--- src/rtl/fetch_unit_if.sv ---
// Instruction-memory request/response bundle for the fetch unit.
// Memory answers combinationally in the cycle imem_req and imem_ready meet.
interface fetch_unit_if;
  logic        imem_req;
  logic [31:0] imem_addr;
  logic        imem_ready;
  logic [31:0] imem_rdata;

  modport master (
    output imem_req,
    output imem_addr,
    input  imem_ready,
    input  imem_rdata
  );

  modport slave (
    input  imem_req,
    input  imem_addr,
    output imem_ready,
    output imem_rdata
  );
endinterface

--- src/rtl/fetch_unit.sv ---
// Single-entry instruction fetch stage with redirect, stall and halt.
// One instruction in flight: fetch, present until consumed, repeat.
module fetch_unit #(
  parameter logic [31:0] RESET_PC = 32'h0000_0000
) (
  input  logic         clk,
  input  logic         rst_n,
  fetch_unit_if.master imem,
  input  logic         stall,
  input  logic         halt,
  input  logic         redirect_valid,
  input  logic [31:0]  redirect_pc,
  output logic         instr_valid,
  output logic [31:0]  instr,
  output logic [31:0]  instr_pc,
  output logic [6:0]   op,
  output logic [2:0]   funct3,
  output logic [11:0]  imm12,
  output logic         halted,
  output logic [31:0]  instr_count
);

  typedef enum logic [1:0] {
    FETCH,
    VALID,
    HALTED
  } state_t;

  state_t      state, state_nx;
  logic [31:0] pc, pc_nx;
  logic [31:0] target;
  logic        load;
  logic        consume;

  assign target = {redirect_pc[31:2], 2'b00};

  always_comb begin
    state_nx = state;
    pc_nx    = pc;
    load     = 1'b0;
    consume  = 1'b0;
    unique case (state)
      FETCH: begin
        if (redirect_valid) begin
          pc_nx = target;
        end else if (imem.imem_ready) begin
          load     = 1'b1;
          pc_nx    = pc + 32'd4;
          state_nx = VALID;
        end
      end
      VALID: begin
        if (redirect_valid) begin
          pc_nx    = target;
          state_nx = FETCH;
        end else if (!stall) begin
          consume  = 1'b1;
          state_nx = halt ? HALTED : FETCH;
        end
      end
      HALTED: state_nx = HALTED;
      default: state_nx = FETCH;
    endcase
  end

  always_ff @(posedge clk or negedge rst_n) begin
    if (!rst_n) begin
      state       <= FETCH;
      pc          <= RESET_PC;
      instr       <= 32'h0000_0013;
      instr_pc    <= 32'h0;
      instr_count <= 32'h0;
    end else begin
      state <= state_nx;
      pc    <= pc_nx;
      if (load) begin
        instr    <= imem.imem_rdata;
        instr_pc <= pc;
      end
      if (consume) instr_count <= instr_count + 32'd1;
    end
  end

  // Gate on rst_n so no request escapes while reset is held.
  assign imem.imem_req  = rst_n && (state == FETCH);
  assign imem.imem_addr = {pc[31:2], 2'b00};

  assign instr_valid = (state == VALID);
  assign halted      = (state == HALTED);
  assign op          = instr[6:0];
  assign funct3      = instr[14:12];
  assign imm12       = instr[31:20];

endmodule

--- src/flat_wrapper.sv ---
// flat-port wrapper written by rule: the top's interface ports become plain ports
module fetch_unit_flat 
#(
  parameter logic [31:0] RESET_PC = 32'h0000_0000
)
  (clk, rst_n, stall, halt, redirect_valid, redirect_pc, instr_valid, instr, instr_pc, op, funct3, imm12, halted, instr_count, imem_imem_req, imem_imem_addr, imem_imem_ready, imem_imem_rdata);
  fetch_unit_if imem_i ();
  input  logic clk;
  input  logic rst_n;
  input  logic stall;
  input  logic halt;
  input  logic redirect_valid;
  input  logic [31:0] redirect_pc;
  output logic instr_valid;
  output logic [31:0] instr;
  output logic [31:0] instr_pc;
  output logic [6:0] op;
  output logic [2:0] funct3;
  output logic [11:0] imm12;
  output logic halted;
  output logic [31:0] instr_count;
  output wire logic [$bits(imem_i.imem_req)-1:0] imem_imem_req;
  output wire logic [$bits(imem_i.imem_addr)-1:0] imem_imem_addr;
  input wire logic [$bits(imem_i.imem_ready)-1:0] imem_imem_ready;
  input wire logic [$bits(imem_i.imem_rdata)-1:0] imem_imem_rdata;
  assign imem_imem_req = imem_i.imem_req;
  assign imem_imem_addr = imem_i.imem_addr;
  assign imem_i.imem_ready = imem_imem_ready;
  assign imem_i.imem_rdata = imem_imem_rdata;
  fetch_unit #(.RESET_PC(RESET_PC)) u_core (.clk(clk), .rst_n(rst_n), .imem(imem_i), .stall(stall), .halt(halt), .redirect_valid(redirect_valid), .redirect_pc(redirect_pc), .instr_valid(instr_valid), .instr(instr), .instr_pc(instr_pc), .op(op), .funct3(funct3), .imm12(imm12), .halted(halted), .instr_count(instr_count));
endmodule
--- config.mk ---
export PLATFORM = sky130hd
export DESIGN_NAME = fetch_unit_flat
export DESIGN_NICKNAME = d
export VERILOG_FILES = /design/src/rtl/fetch_unit_if.sv /design/src/rtl/fetch_unit.sv /design/src/flat_wrapper.sv
export SDC_FILE = /design/constraint.sdc
export NUM_CORES = 1
export LEC_CHECK = 0
export ABC_CLOCK_PERIOD_IN_PS = 2100
export BUFFER_PORTS_ARGS = -buffer_cell sky130_fd_sc_hd__buf_2
export CORE_MARGIN = 2
export CORE_UTILIZATION = 35
export CTS_BUF_LIST = sky130_fd_sc_hd__clkbuf_16
export CTS_CLUSTER_SIZE = 30
export DETAILED_ROUTE_END_ITERATION = 10
export PLACE_DENSITY = 0.6
export SLEW_MARGIN = 10
export SYNTH_ARGS = -nofsm -noshare
export SYNTH_HDL_FRONTEND = slang
export SYNTH_SLANG_ARGS = --single-unit
export TNS_END_PERCENT = 10
--- constraint.sdc ---
create_clock -name clk -period 2.1 [get_ports clk]
set_clock_uncertainty 0.05 [all_clocks]
set_input_delay 0.105 -clock clk [delete_from_list [all_inputs] [get_ports clk]]
set_output_delay 0.105 -clock clk [all_outputs]
set_load 0.02 [all_outputs]
# Yosys cells after proc, flatten, opt, wreduce, memory -nomap -nowiden
# Cells that the tools add are included.
# classes
n_addsub,2
reduce_logical,5
n_eq_ne,7
mux,16
# op_table
cell,n
two-way mux 32 bit,3
case mux 32 bit (2 select lines),1
adder 32 x 1 -> 32 bit (second input constant),1
adder 32 x 3 -> 32 bit (second input constant),1
two-way mux 2 bit,5
two-way mux 1 bit,6
!= test 2 bit (second input constant),3
!= test 3 bit (second input constant),2
case mux 2 bit (3 select lines),1
AND reduction 3 bit,2
equality test 2 x 1 -> 1 bit (second input constant),1
equality test 2 bit (second input constant),1
zero test 2 bit,1
nonzero test 2 bit,1
logical AND 1 bit,1
# totals
wordCells,35
out_inout_bits,153
ff_bits,130

# Logic depth before layout (Yosys ltp)
# depth
word_depth,4
depth_mapped,8
depth_no_buf,6

# Worst setup path before layout
# OpenSTA, ideal clock, no wires.
# synth_timing
kind,reg-to-reg
start,register u_core.pc[2]
end,register u_core.pc[26]
path_slack_ns,0.027
arrival_time_ns,1.929
n_path_buf,0
stages_incl_launch_ff,7
path_cell_list,dfrtp_1 > ha_1 > nand3_1 > or2_2 > nor4_1 > nand4_1 > a211oi_1
# synth_via
elab_chain_len,4
# synth_lines
item,line,source
start: declaration,fetch_unit.sv:30,"logic [31:0] pc, pc_nx;"
start signal: assignment,fetch_unit.sv:75,pc <= pc_nx;
adder 32 x 3 -> 32 bit,fetch_unit.sv:48,pc_nx = pc + 32'd4;
two-way mux 32 bit,fetch_unit.sv:46,end else if (imem.imem_ready) begin
two-way mux 32 bit,fetch_unit.sv:44,if (redirect_valid) begin
case mux 32 bit (2 select lines),fetch_unit.sv:42,unique case (state)
# Every way passes these cells. The select of a mux whose other input is x is not followed.
# A chain may end at the register's enable or synchronous reset.

# Worst setup path after layout
# layout_timing
start,register u_core.pc[3]
end,register u_core.pc[26]
# Same word-level chain as after synthesis.

==> impl_metrics.csv <==
group,metric,value,unit
route,post_drt_via_cell_ratio,4.80,
sta,rsz0062_at_grt,"false",
global_routing,overflow,0,
final_layout,layout-drive-gt1-share,0.319,
final_layout,final_util,0.510,
setup_path,crit_type,"reg2reg",
placed_design,portBuffers,216,
power_and_ir_drop,power_density,1110,nW/µm²
final_layout,n_antenna_cell,0,
clocking,tritoncts,"done",
synthesis,synthSimpleGateAreaFrac,0.262,
clocking,insertion_delay,420,ps
sta,setup_viol,0,
die,die_w,134,µm
clocking,cts.sinks,126,
setup_path,r2r_start,"u_core.pc[3]$_DFFE_PN0P_",
route,drt_iter0_markers,297,
setup_path,r2r-end,"u_core.pc[26]$_DFFE_PN0P_",
synthesis,syn_area,5950,µm²
die,die-area,18100,µm²
sta,slew_viol_final,0,
clocking,cts_buffers,17,
synthesis,ys_seq_elements,126,
die,start_util,0.359,
power_and_ir_drop,cellLeakagePower,4.30,nW
setup_path,reg2reg_depth,7,
sta,slew_headroom,0.603,
route,drc,0,
sta,final.period_utilization,0.934,
die,num_rows,47,
global_routing,grt_max_degree,78,
synthesis,synth_top_area_frac,0.517,
worst_hold_path,hold_depth,3,
setup_path,r2r_slack,140,ps
clocking,post_cts_buffers,0,
sta,max_freq,510,MHz
synthesis,synth_top_family_by_area,"simple AND/OR/NAND/NOR gates",
synthesis,synthMuxAreaShare,0.00526,
clocking,root_buffer,"clkbuf_16",
synthesis,synth_xor_area_frac,0.0469,
placed_design,place_congestion,0.834,
die,die_h,134,µm
sta,hold_viol_final,0,
placed_design,dp_hpwl,12200,µm
synthesis,syn_area_per_cell,9.14,µm²
die,io-pin-count,223,
synthesis,synth.area.top_cells,"dfrtp_1, nand2_1, buf_4, xnor2_1, a21oi_1",
synthesis,synth_flop_cell,"dfrtp_1",
final_layout,design_area,8450,µm²
setup_path,cp.required,2370,ps
route,drtPass1Iterations,5,
route,via_count,5532,
sta,setup_tns,0,ps
clocking,path_clk_slew,60,ps
setup_path,crit_path_end_kind,"flip-flop",
route,antenna_left,0,
power_and_ir_drop,ir_worst_vdd,0.574,mV
worst_hold_path,min_to,"u_core.pc[2]$_DFFE_PN0P_",
global_routing,grt_pass1_wl,28100,µm
final_layout,area_growth,42.0,%
synthesis,ys_warn_count,0,
placed_design,dpl_cell_area,7260,µm²
global_routing,gr-usage-all-layers,0.197,
clocking,htreeDepth,4,
final_layout,layout.nets,993,
setup_path,crit_fanout,6,
worst_hold_path,hold_class,"in2reg",
synthesis,syn_inst,651,
synthesis,synthDistinctLibCells,55,
final_layout,fin_cells,1153,
global_routing,grt_pass1_vias,5374,
synthesis,async_flop_share,1.00,
placed_design,dp.cells,1061,
sta,period_needed,1960,ps
run,maxCapViolations,0,
global_routing,grt_antenna_before_repair,0,
sta,tightestPinTransition,596,ps
setup_path,arrival,2240,ps
synthesis,synth_edf_count,0,
die,coreArea,16600,µm²
clocking,clockBufferDepth,2,
synthesis,synth_adder_area_share,0.00421,
status,status,"complete, no violations",
synthesis,ys_seq_area_frac,0.530,
final_layout,fill_cells,1571,
setup_path,cp-start-kind,"flip-flop",
synthesis,yosysTopAreaCell,"dfrtp_1",
route,routed_wl,17500,µm
synthesis,synth-compound-area-share,0.0915,
worst_hold_path,min-delay-start,"redirect_valid",
route,wire_per_inst,15.2,µm
## worst max-delay path by stage
stage / start / to / cells past startpoint
after floorplan: u_core.pc[2]$_DFFE_PN0P_ / u_core.pc[26]$_DFFE_PN0P_ / 6
after CTS: u_core.pc[3]$_DFFE_PN0P_ / u_core.pc[26]$_DFFE_PN0P_ / 7
final: u_core.pc[3]$_DFFE_PN0P_ / u_core.pc[26]$_DFFE_PN0P_ / 7
after global placement: u_core.pc[3]$_DFFE_PN0P_ / u_core.pc[26]$_DFFE_PN0P_ / 7
after global routing: u_core.pc[3]$_DFFE_PN0P_ / u_core.pc[28]$_DFFE_PN0P_ / 7
after detailed placement: u_core.pc[3]$_DFFE_PN0P_ / u_core.pc[26]$_DFFE_PN0P_ / 7
## final cells by class
cell class	instances	area [µm²]	share of cell area
Timing Repair Buffer	304	1950	0.231
Tap cell	220	275	0.0326
Sequential cell	126	3160	0.374
Clock inverter	14	153	0.0181
Clock buffer	17	425	0.0503
Multi-Input combinational cell	465	2460	0.291
Inverter	7	26.3	0.00311
## cell usage after synthesis, types with 4 or more instances
cell type  instances
clkbuf_1          27
buf_4             26
nand3_1           24
o21ai_0           20
xnor2_1           22
nand2_1          216
o32ai_1            4
o22ai_1            7
nor3_1             9
a211oi_1           5
a21oi_1           26
inv_1              7
nand4_1           19
and4_1             9
dfrtp_1          123
a2bb2oi_1          5
nor2_1            30
xor2_1             8
and3_1             5
## worst max-delay path, cell delays in order, from the launching register on
cell and delay [ps]:
dfrtp_2 410, ha_1 220, nand3_1 100, or2_2 330, nor4_1 260, buf_4 180
nand4_1 90, a211oi_1 240
## where the power goes
| group | switching (mW) | internal (mW) | leakage, nW |
|---|---|---|---|
| registers | 0.532 | 2.99 | 1.57 |
| logic | 1.88 | 1.05 | 2.45 |
| clock network | 1.07 | 1.83 | 0.281 |
| total | 3.48 | 5.88 | 4.30 |
## flip-flops by register name (all words and copies together), names as in the netlist
name,cells
u_core.instr,32
u_core.instr_pc,30
u_core.instr_count,32
u_core.state,2
u_core.pc,30
## layout by cell type (no fill, tap or decap), drive strengths merged, types with 6 or more instances in the layout
cell type / instances
a21oi: 26
and4: 9
buf: 243
clkbuf: 17
clkinv: 7
dfrtp: 123
dlygate4sd3: 61
inv: 8
nand2: 217
nand3: 25
nand4: 19
nor2: 34
nor3: 11
nor4: 6
o21ai: 21
o22ai: 7
xnor2: 22
xor2: 9
## per-stage QoR
step / total power, mW / hold WS (ps) / setup slack, ps
2_1_floorplan: 5.33 / -241 / 27.2
3_3_place_gp: 6.37 / -142 / 175
3_5_place_dp: 6.41 / -143 / 121
4_1_cts: 9.46 / 7.45 / 97.3
5_1_grt: 9.89 / 33.0 / 1.88
6_report: 9.36 / 27.5 / 138
## routing by layer
metal / share of wire / up-vias / track usage
met3: 0.060 / 15 / 0.0586
met5: 0 / - / 0
met1: 0.45 / 2615 / 0.261
met4: 0.011 / 0 / 0.0585
li1: - / 2730 / -
met2: 0.48 / 172 / 0.313
## logic make-up after synthesis
family,Yosys count
XOR/XNOR,31
buffers and inverters,63
other,1
multiplexers,3
adder cells (fa/ha/maj),2
AO/OA/AOI/OAI,86
AND/OR/NAND/NOR,339
flip-flops,126
## repair_timing
action / 4_1_cts / 5_1_grt
hold buffers: 61 / 0
endpoints found under the setup margin: 0 / 3
endpoints found under the hold margin: 182 / 0
resized for setup: 0 / 1
(Power assumes the default switching activity.)
